<file path="src/rtl/vram_tdm_arbiter_pkg.sv">
// Shared constants and index helpers for the VRAM time-division arbiter.
package vram_arb_pkg;

    localparam int MODE_FIXED = 0;
    localparam int MODE_WORK  = 1;

    // Slot index width: max(1, clog2(n)).
    function automatic int slot_width(input int n);
        return (n > 1) ? $clog2(n) : 1;
    endfunction

    // Cyclic increment over 0 .. n-1.
    function automatic int cyc_inc(input int idx, input int n);
        return (idx >= n - 1) ? 0 : idx + 1;
    endfunction

endpackage

</file>
<file path="src/rtl/vram_tdm_arbiter_rr_pick.sv">
// Combinational cyclic first-one finder: scans vec_i from start_i upward with wrap.
module rr_pick
    import vram_arb_pkg::*;
#(
    parameter int  N = 2,
    localparam int W = slot_width(N)
) (
    input  logic [N-1:0] vec_i,
    input  logic [W-1:0] start_i,
    output logic [W-1:0] idx_o,
    output logic         found_o
);

    always_comb begin
        // NOTE: every output gets a default before the loop, so no path leaves one unassigned and no latch is inferred.
        idx_o   = '0;
        found_o = 1'b0;
        for (int off = 0; off < N; off++) begin
            for (int k = 0; k < N; k++) begin
                if (!found_o && (k == (int'(start_i) + off) % N) && vec_i[k]) begin
                    found_o = 1'b1;
                    idx_o   = W'(k);
                end
            end
        end
    end

endmodule

</file>
<file path="src/rtl/vram_tdm_arbiter.sv">
// Time-division arbiter sharing one synchronous single-port VRAM among NPORTS
// clients: slot counter, grant/mem registers and a two-stage read-tag pipeline.
module vram_tdm_arbiter
    import vram_arb_pkg::*;
#(
    parameter int  NPORTS = 2,
    parameter int  AW     = 16,
    parameter int  DW     = 8,
    parameter int  MODE   = MODE_FIXED,
    localparam int SW     = slot_width(NPORTS)
) (
    input  logic                 clk25,
    input  logic                 rst,
    input  logic [NPORTS-1:0]    p_req_i,
    input  logic [NPORTS-1:0]    p_we_i,
    input  logic [NPORTS*AW-1:0] p_addr_i,
    input  logic [NPORTS*DW-1:0] p_wdata_i,
    output logic [NPORTS-1:0]    p_ack_o,
    output logic [NPORTS*DW-1:0] p_rdata_o,
    output logic [NPORTS-1:0]    p_valid_o,
    output logic [SW-1:0]        slot_o,
    output logic [AW-1:0]        mem_addr_o,
    output logic [DW-1:0]        mem_wdata_o,
    output logic                 mem_we_o,
    input  logic [DW-1:0]        mem_rdata_i
);

    logic [SW-1:0]        slot_q, slot_d;
    logic [NPORTS-1:0]    ack_q, ack_d;
    logic [NPORTS-1:0]    valid_q, valid_d;
    logic [NPORTS*DW-1:0] rdata_q, rdata_d;
    logic [AW-1:0]        mem_addr_q, mem_addr_d;
    logic [DW-1:0]        mem_wdata_q, mem_wdata_d;
    logic                 mem_we_q, mem_we_d;
    logic                 rd0_vld_q, rd0_vld_d, rd1_vld_q;
    logic [SW-1:0]        rd0_idx_q, rd0_idx_d, rd1_idx_q;

    logic [SW-1:0] pick_idx;
    logic          pick_found;
    logic          own_req;
    logic          grant_vld;
    logic [SW-1:0] grant_idx;
    logic          sel_we;
    logic [AW-1:0] sel_addr;
    logic [DW-1:0] sel_wdata;

    // Scanning from the current slot puts the owner first, then s+1, s+2, ...
    rr_pick #(.N(NPORTS)) u_pick (
        .vec_i   (p_req_i),
        .start_i (slot_q),
        .idx_o   (pick_idx),
        .found_o (pick_found)
    );

    always_comb begin
        own_req = 1'b0;
        for (int k = 0; k < NPORTS; k++) begin
            if (SW'(k) == slot_q) own_req = p_req_i[k];
        end
    end

    assign grant_vld = (MODE == MODE_WORK) ? pick_found : own_req;
    assign grant_idx = (MODE == MODE_WORK) ? pick_idx   : slot_q;

    always_comb begin
        sel_we    = 1'b0;
        sel_addr  = '0;
        sel_wdata = '0;
        for (int k = 0; k < NPORTS; k++) begin
            if (SW'(k) == grant_idx) begin
                sel_we    = p_we_i[k];
                sel_addr  = p_addr_i[k*AW +: AW];
                sel_wdata = p_wdata_i[k*DW +: DW];
            end
        end
    end

    always_comb begin
        slot_d      = SW'(cyc_inc(int'(slot_q), NPORTS));
        ack_d       = '0;
        mem_we_d    = 1'b0;
        mem_addr_d  = mem_addr_q;
        mem_wdata_d = mem_wdata_q;
        rd0_vld_d   = grant_vld && !sel_we;
        rd0_idx_d   = grant_idx;
        valid_d     = '0;
        rdata_d     = rdata_q;
        for (int k = 0; k < NPORTS; k++) begin
            ack_d[k] = grant_vld && (SW'(k) == grant_idx);
            // The tag in stage 1 lines up with the RAM's registered read data.
            if (rd1_vld_q && (SW'(k) == rd1_idx_q)) begin
                valid_d[k]             = 1'b1;
                rdata_d[k*DW +: DW]    = mem_rdata_i;
            end
        end
        if (grant_vld) begin
            mem_we_d    = sel_we;
            mem_addr_d  = sel_addr;
            mem_wdata_d = sel_wdata;
        end
    end

    // NOTE: sequential state uses non-blocking assignments so every register samples pre-edge values.
    always_ff @(posedge clk25 or posedge rst) begin
        if (rst) begin
            slot_q      <= '0;
            ack_q       <= '0;
            valid_q     <= '0;
            rdata_q     <= '0;
            mem_addr_q  <= '0;
            mem_wdata_q <= '0;
            mem_we_q    <= 1'b0;
            rd0_vld_q   <= 1'b0;
            rd0_idx_q   <= '0;
            rd1_vld_q   <= 1'b0;
            rd1_idx_q   <= '0;
        end else begin
            slot_q      <= slot_d;
            ack_q       <= ack_d;
            valid_q     <= valid_d;
            rdata_q     <= rdata_d;
            mem_addr_q  <= mem_addr_d;
            mem_wdata_q <= mem_wdata_d;
            mem_we_q    <= mem_we_d;
            rd0_vld_q   <= rd0_vld_d;
            rd0_idx_q   <= rd0_idx_d;
            rd1_vld_q   <= rd0_vld_q;
            rd1_idx_q   <= rd0_idx_q;
        end
    end

    assign slot_o      = slot_q;
    assign p_ack_o     = ack_q;
    assign p_valid_o   = valid_q;
    assign p_rdata_o   = rdata_q;
    assign mem_addr_o  = mem_addr_q;
    assign mem_wdata_o = mem_wdata_q;
    assign mem_we_o    = mem_we_q;

endmodule

</file>
<file path="config.mk">
export PLATFORM = sky130hd
export DESIGN_NAME = vram_tdm_arbiter
export DESIGN_NICKNAME = d
export VERILOG_FILES = /design/src/rtl/vram_tdm_arbiter_pkg.sv /design/src/rtl/vram_tdm_arbiter_rr_pick.sv /design/src/rtl/vram_tdm_arbiter.sv
export SDC_FILE = /design/constraint.sdc
export NUM_CORES = 1
export LEC_CHECK = 0
export CAP_MARGIN = 20
export CORE_MARGIN = 2
export CORE_UTILIZATION = 29
export DETAILED_ROUTE_END_ITERATION = 6
export DONT_BUFFER_PORTS = 1
export SLEW_MARGIN = 0
export SYNTH_ARGS = -nofsm -noshare
export SYNTH_HDL_FRONTEND = slang
export SYNTH_SLANG_ARGS = --single-unit
</file>
<file path="constraint.sdc">
create_clock -name clk25 -period 3.7 [get_ports clk25]
set_input_delay 0.74 -clock clk25 [delete_from_list [all_inputs] [get_ports clk25]]
set_output_delay 0.74 -clock clk25 [all_outputs]
set_load 0.01 [all_outputs]
</file>
==> impl_metrics.ini, run 1 <==
[grt]
grt.overflow.total = 0
grt_max_degree = 35
grt_pass1_vias = 1361
antenna_found_initial = 0
grtUsageTotal_pct = 10.51
grt_pass1_wl_um = 7010

[sta]
timing.fmax_mhz = 493.6
finalCritPeriodShare_pct = 54.76
clock_skew_ns = 0.004799
worst_slew_pin_slew_ns = 0.9656
rsz0062_at_grt = false
finalSetupTns_ns = 0
setup_viol = 0
drv_slew = 0
max-slew-margin-rel_pct = 35.62
hold_violations = 0
period_needed_ns = 2.026

[clock_tree]
holdBufCountCts = 0
path_clk_slew_ns = 0.09
insertion_delay_ns = 0.30
post_cts_buffers = 0
clockBufferDepth = 2
htree_levels = 2
cts_root_buf = clkbuf_8
clkSinkCount = 50
cts_tree = yes
cts_buffers = 5
cts-resized-gates = 0

[synthesis]
synth_common_cells = mux2i_1 (54), dfrtp_1 (50), mux2_2 (16)
synth_flop_cell = dfrtp_1
synthArstFlopShare_pct = 100.0
synth_nets = 223
ys_seq_area_share_pct = 54.35
synth-seq-cells = 50
yosysMostFrequentCell = mux2i_1
syn_area_sq_mm = 0.002302
synth_edf_count = 0
synth_top_area_share_pct = 54.35
netlist_top_cells_area = dfrtp_1 (54%), mux2i_1 (23%), mux2_2 (7.8%)
synth_top_area_cell = dfrtp_1
netlist_instances = 161
avgSynthCellArea_sq_um = 14.30
synth_cell_type_count = 18
yosysWarningCount = 0

[power_and_ir_drop]
power_density_mw_per_mm2 = 464.0
power.leakage_nw = 1.308
ir_drop_mv = 0.1473

[critical_path]
crit_type = flop to primary output
cp_max_fo = 24
cp.arrival_ns = 1.29
cp-end-kind = primary output
crit_path_start_kind = flop
rrSetupSlack_ns = 1.76
crit_required_ns = 2.96

[cells_and_area]
layout-drive-gt1-share_pct = 17.50
final_cells = 262
final_area_sq_mm = 0.002456
antenna_cells = 0
final_nets = 221
n_fill_cell = 790
area_growth_pct = 6.685

[drt]
drc = 0
drtAntennaViolNets = 0
vias_per_cell = 4.805
drt_iter0_markers = 32
wl_per_cell_um = 17.10
routed-via-count = 1259
finalWirelength_um = 4480
first_pass_iters = 2

[placed_design]
placed_cells = 254
placed_area_sq_mm = 0.002347
io_buffers = 0
dp_hpwl_um = 3156
gp_congestion = 0.6537

[flow_run]
cap_violations = 0

[floorplan]
fp.coreArea_sq_mm = 0.007727
initial_utilization_pct = 29.79
ios = 108
dieArea_sq_mm = 0.008668
core.rowCount = 32
die_w_um = 93.10
die-height_um = 93.10

[status]
status = complete, no violations

[hold_path]
hold_class = primary input to asynchronous set/reset pin
-- layer usage --
metal  wire length [um]  up-vias  part of all wire, %  global-route usage [%]
met5                  0        -                    0                       0
met4                 59        0                  1.3                   3.676
met3                395        8                  8.8                   4.271
met2               2265       59                   51                   17.39
met1               1759      623                   39                   12.32
li1                   -      569                    -                       -
-- state kept, by name (all words and copies together), names as in the netlist --
register / cells
slot_o: 1
rd0_vld_q: 1
rd1_idx_q: 1
p_valid_o: 2
mem_we_o: 1
mem_wdata_o: 8
rd0_idx_q: 1
p_rdata_o: 16
mem_addr_o: 16
rd1_vld_q: 1
p_ack_o: 2
-- power breakdown --
| group | leakage (nW) | switching [mW] | internal (mW) |
|---|---|---|---|
| clock network | 0.0579 | 0.179 | 0.199 |
| logic | 0.655 | 0.0371 | 0.0595 |
| registers | 0.595 | 0.0646 | 0.600 |
-- placed cells by master, fill, tap and decap left out --
cell       count
a211o_1        5
a221o_1        1
a22o_1         2
and2_1         1
and3_1         6
and3b_1        5
buf_12         1
buf_4          1
bufinv_16      1
clkbuf_8       5
clkinv_2       2
dfrtp_1       50
inv_1          5
inv_2          1
mux2_2        16
mux2i_1       54
mux2i_4        1
nand2_1        1
nand2b_1       1
nor2b_1        1
-- final timing paths --
kind / start / to / cells past startpoint
hold / removal: rst / mem_addr_o[15] / 1
setup reg to reg: slot_o / mem_wdata_o[2] / 3
max in group asynchronous: rst / mem_addr_o[13] / 2
setup / recovery: slot_o / slot_o / 0
min in group clk25: rd0_idx_q / rd1_idx_q / 0
hold reg to reg: rd0_idx_q / rd1_idx_q / 0
-- stage by stage --
| step | utilization [%] | power [mW] | hold slack (ns) | worst slack (ns) |
|---|---|---|---|---|
| 2_1_floorplan | - | 0.7648 | 0.3312 | 1.759 |
| 3_3_place_gp | 30.12 | 0.7704 | 0.3317 | 1.731 |
| 3_5_place_dp | 30.38 | 0.7769 | 0.3419 | 1.709 |
| 4_1_cts | 31.78 | 1.170 | 0.3039 | 1.617 |
| 5_1_grt | 31.78 | 1.207 | 0.3253 | 1.573 |
| 6_report | 31.78 | 1.140 | 0.3023 | 1.674 |
-- final cells by class --
cell class                 count  area, sq um  area share [%]
sequential                    50         1251           50.94
multi-input combinational     94        918.4           37.39
tap                          102        127.6           5.196
clock buffer                   5        68.82           2.802
clock inverter                 3        40.04           1.630
timing repair buffer           2        27.53           1.121
inverter                       6        22.52          0.9170
-- cells by family after synthesis --
kind of cell	Yosys count	share of synthesized area (%)
and+or+nand+nor	15	4.511
DFF	50	54.35
buffers and inverters	17	5.760
AOI/OAI and AO/OA	8	3.098
muxes	71	32.28
-- worst register-to-register path, stage by stage (launching register included) --
cell and delay [ns]:
dfrtp_1 0.99, buf_4 0.38, nor2b_1 0.12, a221o_1 0.35
No activity file was read; power rests on OpenSTA's default activity.
==> run 2, diff against run 1 <==
==> constraint.sdc (replaced) <==
create_clock -name clk25 -period 1.8 [get_ports clk25]
set_input_delay 0.36 -clock clk25 [delete_from_list [all_inputs] [get_ports clk25]]
set_output_delay 0.36 -clock clk25 [all_outputs]
set_load 0.01 [all_outputs]
==> impl_metrics.ini, run 2 (synthesized netlist as in run 1, its figures left out) <==
[cells_and_area]
regArea_sq_mm = 0.001251
n_fill_cell = 769
multiInputGateArea_sq_um = 918.4
layout-drive-gt1-share_pct = 17.90
antenna_cells = 0
area_growth_pct = 9.239
layout_commonest_cell = mux2i_1
mostFrequentLayoutCells = mux2i_1 (54), dfrtp_1 (50), mux2_2 (16), and3_1 (6)
final_nets = 223

[critical_path]
crit_type = flop to primary output
crit_path_start_kind = flop
cp.arrival_ns = 1.05
cp_max_fo = 23
cp-end-kind = primary output
critPathMaxStageDelay_ns = 0.51
path_cells = buf_12
cp_slowest_cell = dfrtp_1
crit_required_ns = 1.44
path_delay_family = flip-flops
cp.buffers_inverters = 1

[drt]
finalWirelength_um = 4663
drt_iter0_markers = 19
routed-via-count = 1273
drc = 0
vias_per_cell = 4.822
first_pass_iters = 2
drtAntennaViolNets = 0
wl_per_cell_um = 17.66

[grt]
grt_pass1_wl_um = 7051
grtUsageTotal_pct = 10.64
grt_max_degree = 39
antenna_found_initial = 0
grt.overflow.total = 0
grt_pass1_vias = 1408

[hold_path]
hold_class = primary input to flop

[sta]
holdWs_ns = 0.1774
timing.fmax_mhz = 711.0
drv_slew = 0
max-slew-margin-rel_pct = 67.03
worst_slew_pin_slew_ns = 0.4934
hold_violations = 0
rsz0062_at_grt = false
clock_skew_ns = 0.01504
period_needed_ns = 1.407
finalCritPeriodShare_pct = 78.14
finalSetupTns_ns = 0
setup_viol = 0

[clock_tree]
path_clk_slew_ns = 0.10
cts_tree = yes
cts_root_buf = clkbuf_8
cts_buffers = 5
cts-resized-gates = 0
insertion_delay_ns = 0.30
clockBufferDepth = 2
clkSinkCount = 50
htree_levels = 2
post_cts_buffers = 0

[power_and_ir_drop]
p_total_mw = 2.521
power.leakage_nw = 1.333
power_density_mw_per_mm2 = 1003
ir_drop_mv = 0.3856

[status]
status = complete, no violations

[floorplan]
dieArea_sq_mm = 0.008668
initial_utilization_pct = 29.79
die-height_um = 93.10
core.rowCount = 32
ios = 108
fp.coreArea_sq_mm = 0.007727
die_w_um = 93.10

[flow_run]
cap_violations = 0

[placed_design]
gp_congestion = 0.6554
io_buffers = 0
dp_hpwl_um = 3280
==> run 2: cell count changes in the layout (fill, tap and decap cells not counted) <==
cell | previous run | this run
clkinv_2 | 2 | 0
buf_12 | 1 | 2
bufinv_16 | 1 | 2
clkinv_4 | 0 | 1
dlygate4sd3_1 | 0 | 1
==> run 2: repair_timing <==
item | CTS | global route
setup endpoints to repair | 0 | 0
hold buffers | 1 | 0
hold endpoints to repair | 12 | 0
==> run 2: final timing paths <==
path / end / cells past startpoint / start / slack, ns
setup / recovery: slot_o / 1 / slot_o / 0.39
hold / removal: mem_we_o / 1 / p_we_i[1] / 0.18
setup reg to reg: p_rdata_o[12] / 2 / rd1_vld_q / 0.52
hold reg to reg: rd1_vld_q / 0 / rd0_vld_q / 0.36
max in group asynchronous: rd1_idx_q / 3 / rst / 0.82
min in group asynchronous: mem_addr_o[2] / 2 / rst / 0.46
==> run 2: metrics by stage <==
stage | area, sq um | worst slack (ns) | utilization, % | instances
finish | 2515 | 0.3934 | 32.55 | 264
CTS | 2515 | 0.3797 | 32.55 | 264
detailed placement | 2367 | 0.4997 | 30.63 | 255
global placement | 2367 | 0.5160 | 30.63 | 255
global route | 2515 | 0.3271 | 32.55 | 264
floorplan | 2302 | 0.2388 | - | 161
==> run 2: report_power, final <==
| part | internal [mW] | switching [mW] |
|---|---|---|
| clock | 0.557 | 0.394 |
| sequential | 1.23 | 0.133 |
| combinational | 0.124 | 0.0795 |
==> run 2: area by class of cell <==
| class | count | share of cell area (%) |
|---|---|---|
| sequential | 50 | 49.75 |
| multi-input combinational | 94 | 36.52 |
| tap | 102 | 5.075 |
| clock buffer | 5 | 2.736 |
| clock inverter | 3 | 2.736 |
| timing repair buffer | 4 | 2.289 |
| inverter | 6 | 0.8955 |
==> run 2: routing by layer <==
layer  GRT usage (%)  vias to the layer above  part of all wire, %
li1                -                      571                    -
met2           17.39                       58                   49
met3           4.110                        4                  7.3
met5               0                        -                    0
met4           3.309                        0                 0.86
met1           12.96                      640                   42
